<file path="config.mk">
export PLATFORM = sky130hd
export DESIGN_NAME = if_id_skid_stage
export DESIGN_NICKNAME = d
export VERILOG_FILES = /design/src/rtl/if_id_pkg.sv /design/src/rtl/register.sv /design/src/rtl/if_id_skid_stage.sv
export SDC_FILE = /design/constraint.sdc
export NUM_CORES = 1
export LEC_CHECK = 0
export CELL_PAD_IN_SITES_DETAIL_PLACEMENT = 0
export CELL_PAD_IN_SITES_GLOBAL_PLACEMENT = 1
export CORE_MARGIN = 2
export CORE_UTILIZATION = 37
export DETAILED_ROUTE_END_ITERATION = 10
export GPL_ROUTABILITY_DRIVEN = 0
export PLACE_DENSITY = 0.81
export SYNTH_ARGS = -nofsm -noshare
export SYNTH_HDL_FRONTEND = slang
export SYNTH_SLANG_ARGS = --single-unit
</file>
<file path="constraint.sdc">
create_clock -name clk -period 12.1 [get_ports clk]
set_clock_uncertainty 0.1 [all_clocks]
set_input_delay 2.42 -clock clk [delete_from_list [all_inputs] [get_ports clk]]
set_output_delay 2.42 -clock clk [all_outputs]
set_load 0.03 [all_outputs]
</file>
<file path="src/rtl/if_id_pkg.sv">
// Shared types and constants for the IF/ID skid stage.
// Occupancy states and the architectural NOP word.
package if_id_pkg;

  typedef enum logic [1:0] {
    EMPTY = 2'd0,
    ONE   = 2'd1,
    TWO   = 2'd2
  } skid_state_t;

  localparam logic [31:0] NOP_DEFAULT = 32'hD503201F;

  localparam int unsigned INSTR_W_DEFAULT = 32;
  localparam int unsigned ADDR_W_DEFAULT  = 64;
  localparam int unsigned CNT_W_DEFAULT   = 16;

endpackage

</file>
<file path="src/rtl/register.sv">
// Plain enable register used for pipeline entry storage.
// Contents carry no reset value; the owner tracks validity.
module register #(
  parameter int unsigned WIDTH = 8
) (
  input  logic             clk,
  input  logic             en,
  input  logic [WIDTH-1:0] d,
  output logic [WIDTH-1:0] q
);

  always_ff @(posedge clk) begin
    if (en) q <= d;
  end

endmodule

</file>
<file path="src/rtl/if_id_skid_stage.sv">
// IF/ID stage with a 2-entry skid buffer, flush and kill counter.
// in_ready comes from the state register, so no decode->fetch path.
module if_id_skid_stage
  import if_id_pkg::*;
#(
  parameter int unsigned INSTR_W = INSTR_W_DEFAULT,
  parameter int unsigned ADDR_W  = ADDR_W_DEFAULT,
  parameter logic [INSTR_W-1:0] NOP_INSTR = NOP_DEFAULT,
  parameter int unsigned CNT_W   = CNT_W_DEFAULT
) (
  input  logic               clk,
  input  logic               rst,
  input  logic               in_valid,
  output logic               in_ready,
  input  logic [INSTR_W-1:0] in_instr,
  input  logic [ADDR_W-1:0]  in_pc,
  output logic               out_valid,
  input  logic               out_ready,
  output logic [INSTR_W-1:0] out_instr,
  output logic [ADDR_W-1:0]  out_pc,
  input  logic               flush,
  output logic [CNT_W-1:0]   kill_cnt
);

  localparam int unsigned E_W = INSTR_W + ADDR_W;

  typedef struct packed {
    logic [INSTR_W-1:0] instr;
    logic [ADDR_W-1:0]  pc;
  } entry_t;

  skid_state_t state_q;
  skid_state_t state_d;

  entry_t in_entry;
  entry_t main_q;
  entry_t main_d;
  entry_t skid_q;

  logic main_en;
  logic skid_en;
  logic main_from_skid;

  logic in_fire;
  logic out_fire;

  logic [1:0]     drop;
  logic [CNT_W:0] kill_sum;
  logic [CNT_W-1:0] kill_q;
  logic [CNT_W-1:0] kill_d;

  assign in_entry.instr = in_instr;
  assign in_entry.pc    = in_pc;

  assign in_ready  = (state_q != TWO) & ~rst;
  assign out_valid = (state_q != EMPTY);

  assign in_fire  = in_valid & in_ready;
  assign out_fire = out_valid & out_ready;

  always_comb begin
    state_d        = state_q;
    main_en        = 1'b0;
    skid_en        = 1'b0;
    main_from_skid = 1'b0;
    unique case (state_q)
      EMPTY: begin
        if (in_fire) begin
          main_en = 1'b1;
          state_d = ONE;
        end
      end
      ONE: begin
        if (in_fire & out_fire) begin
          main_en = 1'b1;
        end else if (in_fire) begin
          skid_en = 1'b1;
          state_d = TWO;
        end else if (out_fire) begin
          state_d = EMPTY;
        end
      end
      TWO: begin
        if (out_fire) begin
          main_en        = 1'b1;
          main_from_skid = 1'b1;
          state_d        = ONE;
        end
      end
      default: state_d = EMPTY;
    endcase
    // Entry loads during a flush are harmless: state goes EMPTY.
    if (flush) state_d = EMPTY;
  end

  assign main_d = main_from_skid ? skid_q : in_entry;

  register #(.WIDTH(E_W)) u_main (
    .clk (clk),
    .en  (main_en),
    .d   (main_d),
    .q   (main_q)
  );

  register #(.WIDTH(E_W)) u_skid (
    .clk (clk),
    .en  (skid_en),
    .d   (in_entry),
    .q   (skid_q)
  );

  // Held entries not delivered this cycle, plus the incoming beat.
  always_comb begin
    drop = 2'd0;
    unique case (state_q)
      ONE:     drop = out_fire ? 2'd0 : 2'd1;
      TWO:     drop = out_fire ? 2'd1 : 2'd2;
      default: drop = 2'd0;
    endcase
    if (in_fire) drop = drop + 2'd1;
  end

  assign kill_sum = {1'b0, kill_q} + {{(CNT_W-1){1'b0}}, drop};

  always_comb begin
    kill_d = kill_q;
    if (flush) begin
      kill_d = kill_sum[CNT_W] ? '1 : kill_sum[CNT_W-1:0];
    end
  end

  always_ff @(posedge clk) begin
    if (rst) begin
      state_q <= EMPTY;
      kill_q  <= '0;
    end else begin
      state_q <= state_d;
      kill_q  <= kill_d;
    end
  end

  assign out_instr = out_valid ? main_q.instr : NOP_INSTR;
  assign out_pc    = out_valid ? main_q.pc : '0;
  assign kill_cnt  = kill_q;

endmodule

</file>
==> summary.txt, run 1 <==
Floorplan
  – Die outline width: 157 um
  – Die extent in y: 157 um
  – Initial cell density of the core: 37.9%
  – Top-level I/O count: 215
  – Die Outline Area: 24,600 um^2
  – Site row count: 55
  – Placeable Area: 22,800 um^2

Route
  – DRC marker count from the first detailed-route iteration: 263
  – First-pass detailed-route iteration total: 4
  – Number of vias after detailed routing: 5,150
  – Count of unresolved DRC violations after routing: 0
  – Routed wire length: 18,900 um
  – Mean routed wirelength per cell: 17.6 um
  – Number of vias per cell after detailed routing: 4.80
  – ANT nets after route: 0

CTS
  – Clk sinks: 210
  – CTS tree: built
  – Total setup buffers inserted after CTS: 0
  – Hold buffers post-CTS: 0
  – Number of buffers inserted during clock tree synthesis: 23
  – Clock root buffer: sky130_fd_sc_hd__clkbuf_16
  – Htree depth: 1
  – Clock-pin slew on the worst setup and hold paths: 0.06 ns
  – Max clock buf depth: 3
  – Resized Gates After CTS: 0
  – Skew-Pair Late Insertion Delay: 0.51 ns

Timing
  – Shortest period the worst path allows: 6.79 ns
  – Number of max-slew violations in the final report: 0
  – Fin crit share: 56.1%
  – Unrepaired setup endpoints after global routing: no
  – Final setup violation count: 0
  – Slew at the pin with the worst max-slew slack: 1.10 ns
  – Worst slew slack as a fraction of its limit: 26.9%
  – Worst Hold Slack: 0.420 ns
  – Final count of hold timing violations: 0
  – Highest attainable clock frequency: 147 MHz
  – Total negative setup slack: 0 ns
  – Worst path setup slack after routing: 5.31 ns

Synth
  – Synthesized cell area: 8640 um^2
  – Multiplexer area fraction after synthesis: 13.1%
  – Share of flip-flops with an asynchronous set or reset after synthesis: 0%
  – Distinct cell type count after synthesis: 46
  – Cell taking the most area after synthesis: sky130_fd_sc_hd__edfxtp_1
  – Total nets after synthesis: 636
  – Post-synth EDFFs: 192
  – Yosys top cell area share: 66.7%
  – Most used flip-flop cell after synthesis: sky130_fd_sc_hd__edfxtp_1
  – Area fraction in compound gates after synthesis: 2.29%
  – Fraction of the mapped netlist area in adder cells: 1.25%
  – Post-Synth XOR/XNOR Area: 0.912%
  – Most frequent cells after synthesis: sky130_fd_sc_hd__edfxtp_1, sky130_fd_sc_hd__mux2_2, sky130_fd_sc_hd__nor2b_1
  – Portion of the post-synthesis area used by sequential elements: 70.9%
  – Cell types occupying the most area after synthesis: sky130_fd_sc_hd__edfxtp_1, sky130_fd_sc_hd__mux2_2, sky130_fd_sc_hd__nor2b_1
  – Most instantiated library cell after synthesis: sky130_fd_sc_hd__edfxtp_1
  – Simple-gate portion of the synthesized area: 9.99%
  – Combinational family with the most area after synthesis: multiplexers
  – Number of warnings reported in the yosys synthesis log: 0
  – Number of synthesized register bits: 210
  – Synthesized instance count: 527
  – Avg Cell Area, Syn: 16.4 um^2

Worst setup path
  – Endpoint class of the critical path: primary output
  – Data arrival, critical path: 4.27 ns
  – Required arrival time at the worst endpoint: 9.58 ns
  – Critical path launch point type: input port
  – End of the worst register-to-register path: kill_cnt[13]$_SDFFE_PP0P_
  – Worst-path maximum fanout: 19
  – Critical R2R Launch: state_q[0]$_SDFFE_PP0P_
  – Number of cell instances on the worst register-to-register path: 12
  – Worst Path Class, Setup: in2out
  – Worst R2R Setup Slack: 7.50 ns

Placed design
  – Quantity of I/O buffers inserted on ports: 214
  – Worst slack after detailed placement: 5.31 ns
  – Placement-stage cell area: 11,100 um^2
  – Half-perimeter wire length after detailed placement: 12,200 um
  – Cell count after placement: 1,033

Final layout
  – Layout cells sized above 1: 20.3%
  – Final cell count without fillers: 1,073
  – Final Util: 51.7%
  – Final design area excluding fillers: 11,800 um^2
  – Net count, final: 854
  – Number of antenna diodes: 0
  – Layout overhead on the synthesized area: 36.3%

Global route
  – First-pass GRT wire length: 29,300 um
  – Total global routing overflow: 0
  – Number of antenna violations at the first check in global routing: 0
  – Total global-route track usage: 15.0%
  – Vias in the first global route: 5,410
  – Largest net degree at the start of global routing: 102

Power and ir drop
  – Total Power: 1.57 mW
  – Lkg Pwr: 3.89 nW
  – Internal cell power: 1.23 mW
  – Clock network fraction of total power: 39.3%
  – Cell area power density: 133 nW/um^2
  – Worst VDD drop: 82.9 uV
  – Share of total power in sequential cells: 52.4%
  – Sw Share: 21.5%
  – Combinational Power Share: 8.3%
  – Switching component of the power: 337 uW

Worst hold path
  – Start point of the worst min-delay path: kill_cnt[15]$_SDFFE_PP0P_
  – Worst hold path type: reg2reg
  – Hold path endpoint: kill_cnt[14]$_SDFFE_PP0P_
  – Cells on Worst Hold Path: 2

Outcome
  – Result of the run: finished clean

Job
  – Max_cap viols: 0
## power by group through the flow
| stage | Sequential, mW | Clock (mW) | Combinational, mW |
|---|---|---|---|
| 3_3_place_gp | 0.835 | 0 | 0.128 |
| 2_1_floorplan | 0.838 | 0 | 0.0600 |
| 5_1_grt | 0.822 | 0.664 | 0.139 |
| 4_1_cts | 0.821 | 0.634 | 0.132 |
| 3_5_place_dp | 0.836 | 0 | 0.131 |
| 6_report | 0.821 | 0.616 | 0.130 |
## metal layers
layer  share of wire (%)  GRT usage, %  vias to the layer above  wire length (um)
li1                    -             -                     2398                 -
met3                 7.0          3.99                       28              1320
met4                 2.0          3.58                        0               370
met1                  44          20.1                     2550              8330
met5                   0             0                        -                 0
met2                  47          24.3                      174              8840
## cells by family after synthesis
kind of cell,count (synthesis)
and+or+nand+nor,140
adders and majority gates,8
muxes,101
AOI/OAI and AO/OA,29
buffers and inverters,30
xor gates and xnor gates,9
DFF,210
## cell type report
class | instances | area, um^2
fill | 1868 | 11000
clock inverter | 12 | 53.8
inverter | 4 | 15.0
clock buffer | 28 | 594
sequential | 210 | 6130
multi-input combinational | 287 | 2420
tap | 313 | 392
timing repair buffer | 219 | 2180
## worst max-delay path, stage by stage
cell                              delay, ns
sky130_fd_sc_hd__clkdlybuf4s50_1       0.82
sky130_fd_sc_hd__nor2_1                0.32
sky130_fd_sc_hd__clkdlybuf4s50_1       0.71
## placed cells by master, fill, tap and decap left out, types with 5 or more instances in the layout
master                              n
sky130_fd_sc_hd__nand2_1            9
sky130_fd_sc_hd__or2_2             13
sky130_fd_sc_hd__mux2i_1            5
sky130_fd_sc_hd__edfxtp_1         192
sky130_fd_sc_hd__buf_4              5
sky130_fd_sc_hd__clkbuf_16         23
sky130_fd_sc_hd__xnor2_1            7
sky130_fd_sc_hd__clkdlybuf4s50_1  214
sky130_fd_sc_hd__clkbuf_1           5
sky130_fd_sc_hd__a21oi_1           11
sky130_fd_sc_hd__nor2_1             7
sky130_fd_sc_hd__clkinv_1           8
sky130_fd_sc_hd__mux2_2            96
sky130_fd_sc_hd__nor2b_1           83
sky130_fd_sc_hd__ha_1               6
sky130_fd_sc_hd__dfxtp_1           18
## worst max path at each step
stage	start	endpoint	cells after the start
after floorplan	rst	kill_cnt[11]$_SDFFE_PP0P_	10
after global placement	rst	in_ready	3
after detailed placement	rst	in_ready	3
after CTS	rst	in_ready	3
after global routing	rst	in_ready	3
final	rst	in_ready	3
## registers in the layout (all words and copies together) (netlist names)
name / flops
u_main.q: 96
u_skid.q: 96
kill_cnt: 16
state_q: 2
Power figures use the tool's default switching activity.
==> run 2, diff against run 1 <==
PLACE_DENSITY = 0.84   (was 0.81)
clock period = 5.66 ns   (was 12.1 ns; I/O delays follow)
==> run 2 against run 1 <==
Compared with the run above:
- clock power increased by 130%
- highest routed layer unchanged
- clock-buffer cell count decreased by 2
- combinational power increased by 120%
- worst setup slack got worse by 3.9 ns
- core utilization increased by 0.46 points
- design area increased by 0.88%
==> summary.txt, run 2 (synthesized netlist as in run 1, its figures left out) <==
CTS
  – Skew-Pair Late Insertion Delay: 0.50 ns
  – Resized Gates After CTS: 0
  – CTS tree: built
  – Clk sinks: 210
  – Clock-pin slew on the worst setup and hold paths: 0.06 ns
  – Max clock buf depth: 3
  – Number of buffers inserted during clock tree synthesis: 23
  – Clock root buffer: sky130_fd_sc_hd__clkbuf_16
  – Total setup buffers inserted after CTS: 0
  – Htree depth: 1
  – Hold buffers post-CTS: 0

Final layout
  – Final cell count without fillers: 1,076
  – Final Util: 52.2%
  – Net count, final: 857
  – Final design area excluding fillers: 11,900 um^2
  – Layout cells sized above 1: 21.0%
  – Most frequent cells in the layout: sky130_fd_sc_hd__clkdlybuf4s50_1, sky130_fd_sc_hd__edfxtp_1, sky130_fd_sc_hd__mux2_2
  – Layout overhead on the synthesized area: 37.5%
  – Number of antenna diodes: 0
  – Most common cell after layout, fill and taps aside: sky130_fd_sc_hd__clkdlybuf4s50_1

Route
  – Routed wire length: 18,400 um
  – First-pass detailed-route iteration total: 4
  – Count of unresolved DRC violations after routing: 0
  – DRC marker count from the first detailed-route iteration: 248
  – ANT nets after route: 0
  – Mean routed wirelength per cell: 17.1 um
  – Number of vias per cell after detailed routing: 4.81
  – Number of vias after detailed routing: 5,174

Timing
  – Highest attainable clock frequency: 235 MHz
  – Number of max-slew violations in the final report: 0
  – Slew at the pin with the worst max-slew slack: 0.848 ns
  – Worst slew slack as a fraction of its limit: 43.3%
  – Unrepaired setup endpoints after global routing: no
  – Fin crit share: 75.1%
  – Final setup violation count: 0
  – Total negative setup slack: 0 ns
  – Final count of hold timing violations: 0
  – Shortest period the worst path allows: 4.25 ns

Global route
  – Number of antenna violations at the first check in global routing: 0
  – Total global-route track usage: 14.7%
  – First-pass GRT wire length: 28,700 um
  – Largest net degree at the start of global routing: 75
  – Total global routing overflow: 0
  – Vias in the first global route: 5,382

Worst setup path
  – Cells traversed along the worst timing path: clkdlybuf4s50_1, nor2_1, clkdlybuf4s50_1
  – Worst-path maximum fanout: 19
  – Buf/Inv on CP: 2
  – Endpoint class of the critical path: primary output
  – Required arrival time at the worst endpoint: 4.43 ns
  – Data arrival, critical path: 3.02 ns
  – Library cell contributing the largest single delay on the critical path: sky130_fd_sc_hd__clkdlybuf4s50_1
  – Library cell appearing most often on the critical path: sky130_fd_sc_hd__clkdlybuf4s50_1
  – Largest delay contributor family on the critical path: buffers and inverters
  – Worst Path Class, Setup: in2out
  – Critical path launch point type: input port
  – Critical R2R Launch: state_q[0]$_SDFFE_PP0P_
  – Start point of the critical path: rst
  – Largest stage delay on the critical path: 0.84 ns

Placed design
  – Placement-stage cell area: 11,200 um^2
  – Half-perimeter wire length after detailed placement: 12,000 um
  – Quantity of I/O buffers inserted on ports: 214
  – Cell count after placement: 1,036

Floorplan
  – Site row count: 55
  – Die Outline Area: 24,600 um^2
  – Die extent in y: 157 um
  – Initial cell density of the core: 37.9%
  – Placeable Area: 22,800 um^2
  – Die outline width: 157 um
  – Top-level I/O count: 215

Worst hold path
  – Start point of the worst min-delay path: kill_cnt[15]$_SDFFE_PP0P_
  – Worst hold path type: reg2reg

Power and ir drop
  – Lkg Pwr: 3.93 nW
  – Worst VDD drop: 240 uV
  – Cell area power density: 290 nW/um^2

Job
  – Max_cap viols: 0

Outcome
  – Result of the run: finished clean
## run 2: changes by cell type in the layout (fill, tap and decap cells not counted), sizes merged
cell / before / now
buf: 5 / 8
clkinv: 11 / 10
clkbuf: 28 / 26
clkinvlp: 0 / 1
bufinv: 0 / 2
## run 2: area by class of cell
| type | instances | area [um^2] |
|---|---|---|
| tap | 313 | 392 |
| sequential | 210 | 6130 |
| fill | 1946 | 10900 |
| timing repair buffer | 222 | 2230 |
| multi-input combinational | 287 | 2420 |
| clock inverter | 14 | 118 |
| clock buffer | 26 | 587 |
| inverter | 4 | 15.0 |
## run 2: per-layer routing
layer,track usage [%],vias up,share of wire (%)
met5,0,-,0
met4,4.19,0,2.4
met3,4.46,30,8.0
met2,23.0,193,46
met1,19.9,2534,44
li1,-,2417,-
## run 2: worst min-delay path, cell delays in order (launching register included)
cell                       delay, ns
sky130_fd_sc_hd__dfxtp_1        0.33
sky130_fd_sc_hd__inv_1          0.06
sky130_fd_sc_hd__a311oi_1       0.08
## run 2: worst paths after layout
path | slack (ns) | end | depth (start not counted)
max | 1.41 | in_ready | 3
min | 0.42 | kill_cnt[14]$_SDFFE_PP0P_ | 2
max reg2reg | 2.05 | u_main.q[65]$_DFFE_PP_ | 7
min reg2reg | 0.42 | kill_cnt[14]$_SDFFE_PP0P_ | 2
## run 2: stage by stage
stage | hold WS [ns] | total power [mW] | setup WS (ns)
2_1_floorplan | 0.383 | 1.92 | 0.409
3_3_place_gp | 0.388 | 2.06 | 1.31
3_5_place_dp | 0.399 | 2.07 | 1.23
4_1_cts | 0.421 | 3.50 | 1.42
5_1_grt | 0.453 | 3.58 | 1.27
6_report | 0.422 | 3.44 | 1.41
## run 2: power breakdown
part / total [mW] / switching (mW) / internal, mW
logic: 0.281 / 0.135 / 0.146
registers: 1.75 / 0.00970 / 1.74
clock network: 1.41 / 0.578 / 0.831
total: 3.44 / 0.722 / 2.72
==> run 3, diff against run 2 <==
clock period = 3.9 ns   (was 5.66 ns; I/O delays follow)
==> run 3 against run 2 <==
Compared with the run above:
- hold slack worse by 0.021 ns
- register-to-register slack got worse by 1.2 ns
- largest cell class unchanged
- worst setup slack worse by 0.95 ns
- core utilization about the same
- largest power group unchanged
- design area is essentially flat
- non-clock buffer count shrank 1
- combinational power increased by 45%
==> summary.txt, run 3 (synthesized netlist as in run 1, its figures left out) <==
Timing
  – Worst path setup slack after routing: 0.459 ns
  – Final setup violation count: 0
  – Highest attainable clock frequency: 291 MHz
  – Fin crit share: 88.2%
  – Shortest period the worst path allows: 3.44 ns
  – Final count of hold timing violations: 0
  – Slew at the pin with the worst max-slew slack: 1.15 ns
  – Total negative setup slack: 0 ns
  – Worst slew slack as a fraction of its limit: 23.4%
  – Worst Hold Slack: 0.400 ns
  – Number of max-slew violations in the final report: 0
  – Unrepaired setup endpoints after global routing: no

Placed design
  – Worst slack after detailed placement: 0.330 ns
  – Placement-stage cell area: 11,200 um^2
  – Half-perimeter wire length after detailed placement: 11,200 um
  – Cell count after placement: 1,035
  – Quantity of I/O buffers inserted on ports: 214

Route
  – Mean routed wirelength per cell: 17.2 um
  – Count of unresolved DRC violations after routing: 0
  – First-pass detailed-route iteration total: 5
  – Routed wire length: 18,500 um
  – Number of vias per cell after detailed routing: 4.75
  – ANT nets after route: 0
  – Number of vias after detailed routing: 5,097
  – DRC marker count from the first detailed-route iteration: 239

CTS
  – Resized Gates After CTS: 0
  – Number of buffers inserted during clock tree synthesis: 23
  – Clock-pin slew on the worst setup and hold paths: 0.06 ns
  – Clock root buffer: sky130_fd_sc_hd__clkbuf_16
  – Htree depth: 1
  – Hold buffers post-CTS: 0
  – Clk sinks: 210
  – Total setup buffers inserted after CTS: 0
  – Max clock buf depth: 3
  – Skew-Pair Late Insertion Delay: 0.50 ns
  – CTS tree: built

Power and ir drop
  – Cell area power density: 414 nW/um^2
  – Worst VDD drop: 362 uV
  – Lkg Pwr: 3.90 nW
  – Total Power: 4.93 mW

Final layout
  – Net count, final: 856
  – Most frequent cells in the layout: sky130_fd_sc_hd__clkdlybuf4s50_1, sky130_fd_sc_hd__edfxtp_1, sky130_fd_sc_hd__mux2_2
  – Layout overhead on the synthesized area: 37.6%
  – Final cell count without fillers: 1,074
  – Final design area excluding fillers: 11,900 um^2
  – Layout cells sized above 1: 22.1%
  – Number of antenna diodes: 0
  – Final Util: 52.2%
  – Most common cell after layout, fill and taps aside: sky130_fd_sc_hd__clkdlybuf4s50_1

Worst setup path
  – Critical path launch point type: flop
  – Critical R2R Launch: state_q[0]$_SDFFE_PP0P_
  – Worst Path Class, Setup: reg2out
  – Required arrival time at the worst endpoint: 3.02 ns
  – Start point of the critical path: state_q[0]$_SDFFE_PP0P_
  – Data arrival, critical path: 2.56 ns
  – Worst-path maximum fanout: 77
  – Endpoint class of the critical path: primary output

Worst hold path
  – Start point of the worst min-delay path: state_q[1]$_SDFFE_PP0P_
  – Worst hold path type: reg2reg

Global route
  – Total global-route track usage: 14.9%
  – Total global routing overflow: 0
  – Number of antenna violations at the first check in global routing: 1
  – Largest net degree at the start of global routing: 97
  – Vias in the first global route: 5,242
  – First-pass GRT wire length: 28,800 um

Job
  – Max_cap viols: 0

Outcome
  – Result of the run: finished clean

Floorplan
  – Top-level I/O count: 215
  – Initial cell density of the core: 37.9%
  – Die extent in y: 157 um
  – Die outline width: 157 um
  – Die Outline Area: 24,600 um^2
  – Site row count: 55
  – Placeable Area: 22,800 um^2
-- run 3: cell types whose count changed in the layout (fill, tap and decap cells not counted), sizes merged --
cell,previous run,this run
clkinv,10,5
clkbuf,26,32
buf,8,7
clkinvlp,1,2
inv,5,3
bufinv,2,1
-- run 3: worst max-delay path, cell delays in order (launching register included) --
cell and delay [ns]:
sky130_fd_sc_hd__dfxtp_2 0.34, sky130_fd_sc_hd__inv_1 0.11, sky130_fd_sc_hd__ha_4 0.33, sky130_fd_sc_hd__buf_12 0.38
sky130_fd_sc_hd__or2_2 0.18, sky130_fd_sc_hd__clkdlybuf4s50_1 0.69
-- run 3: routing by layer --
metal  track usage (%)  wire length [um]
met5                 0                 0
met4              3.58               365
met3              5.12              1550
met2              23.4              8430
met1              19.8              8110
-- run 3: final cells by class --
| class | count | area (um^2) |
|---|---|---|
| well taps | 313 | 392 |
| clock buffers | 32 | 609 |
| clock inverters | 7 | 60.1 |
| inverters | 4 | 18.8 |
| fillers | 1921 | 10900 |
| multi-input cells | 287 | 2450 |
| repair buffers | 221 | 2230 |
| flip-flops and latches | 210 | 6130 |
-- run 3: path summary, 6_finish.rpt --
kind                                to  slack, ns  cells after the start
max reg2reg  kill_cnt[13]$_SDFFE_PP0P_       0.86                     11
min reg2reg    state_q[1]$_SDFFE_PP0P_       0.40                      2
min            state_q[1]$_SDFFE_PP0P_       0.40                      2
max                      out_instr[31]       0.46                      5
-- run 3: power by group --
part	internal, mW	leakage [nW]	switching [mW]
sequential	2.53	1.91	0.0132
clock	1.15	0.323	0.826
combinational	0.212	1.67	0.196
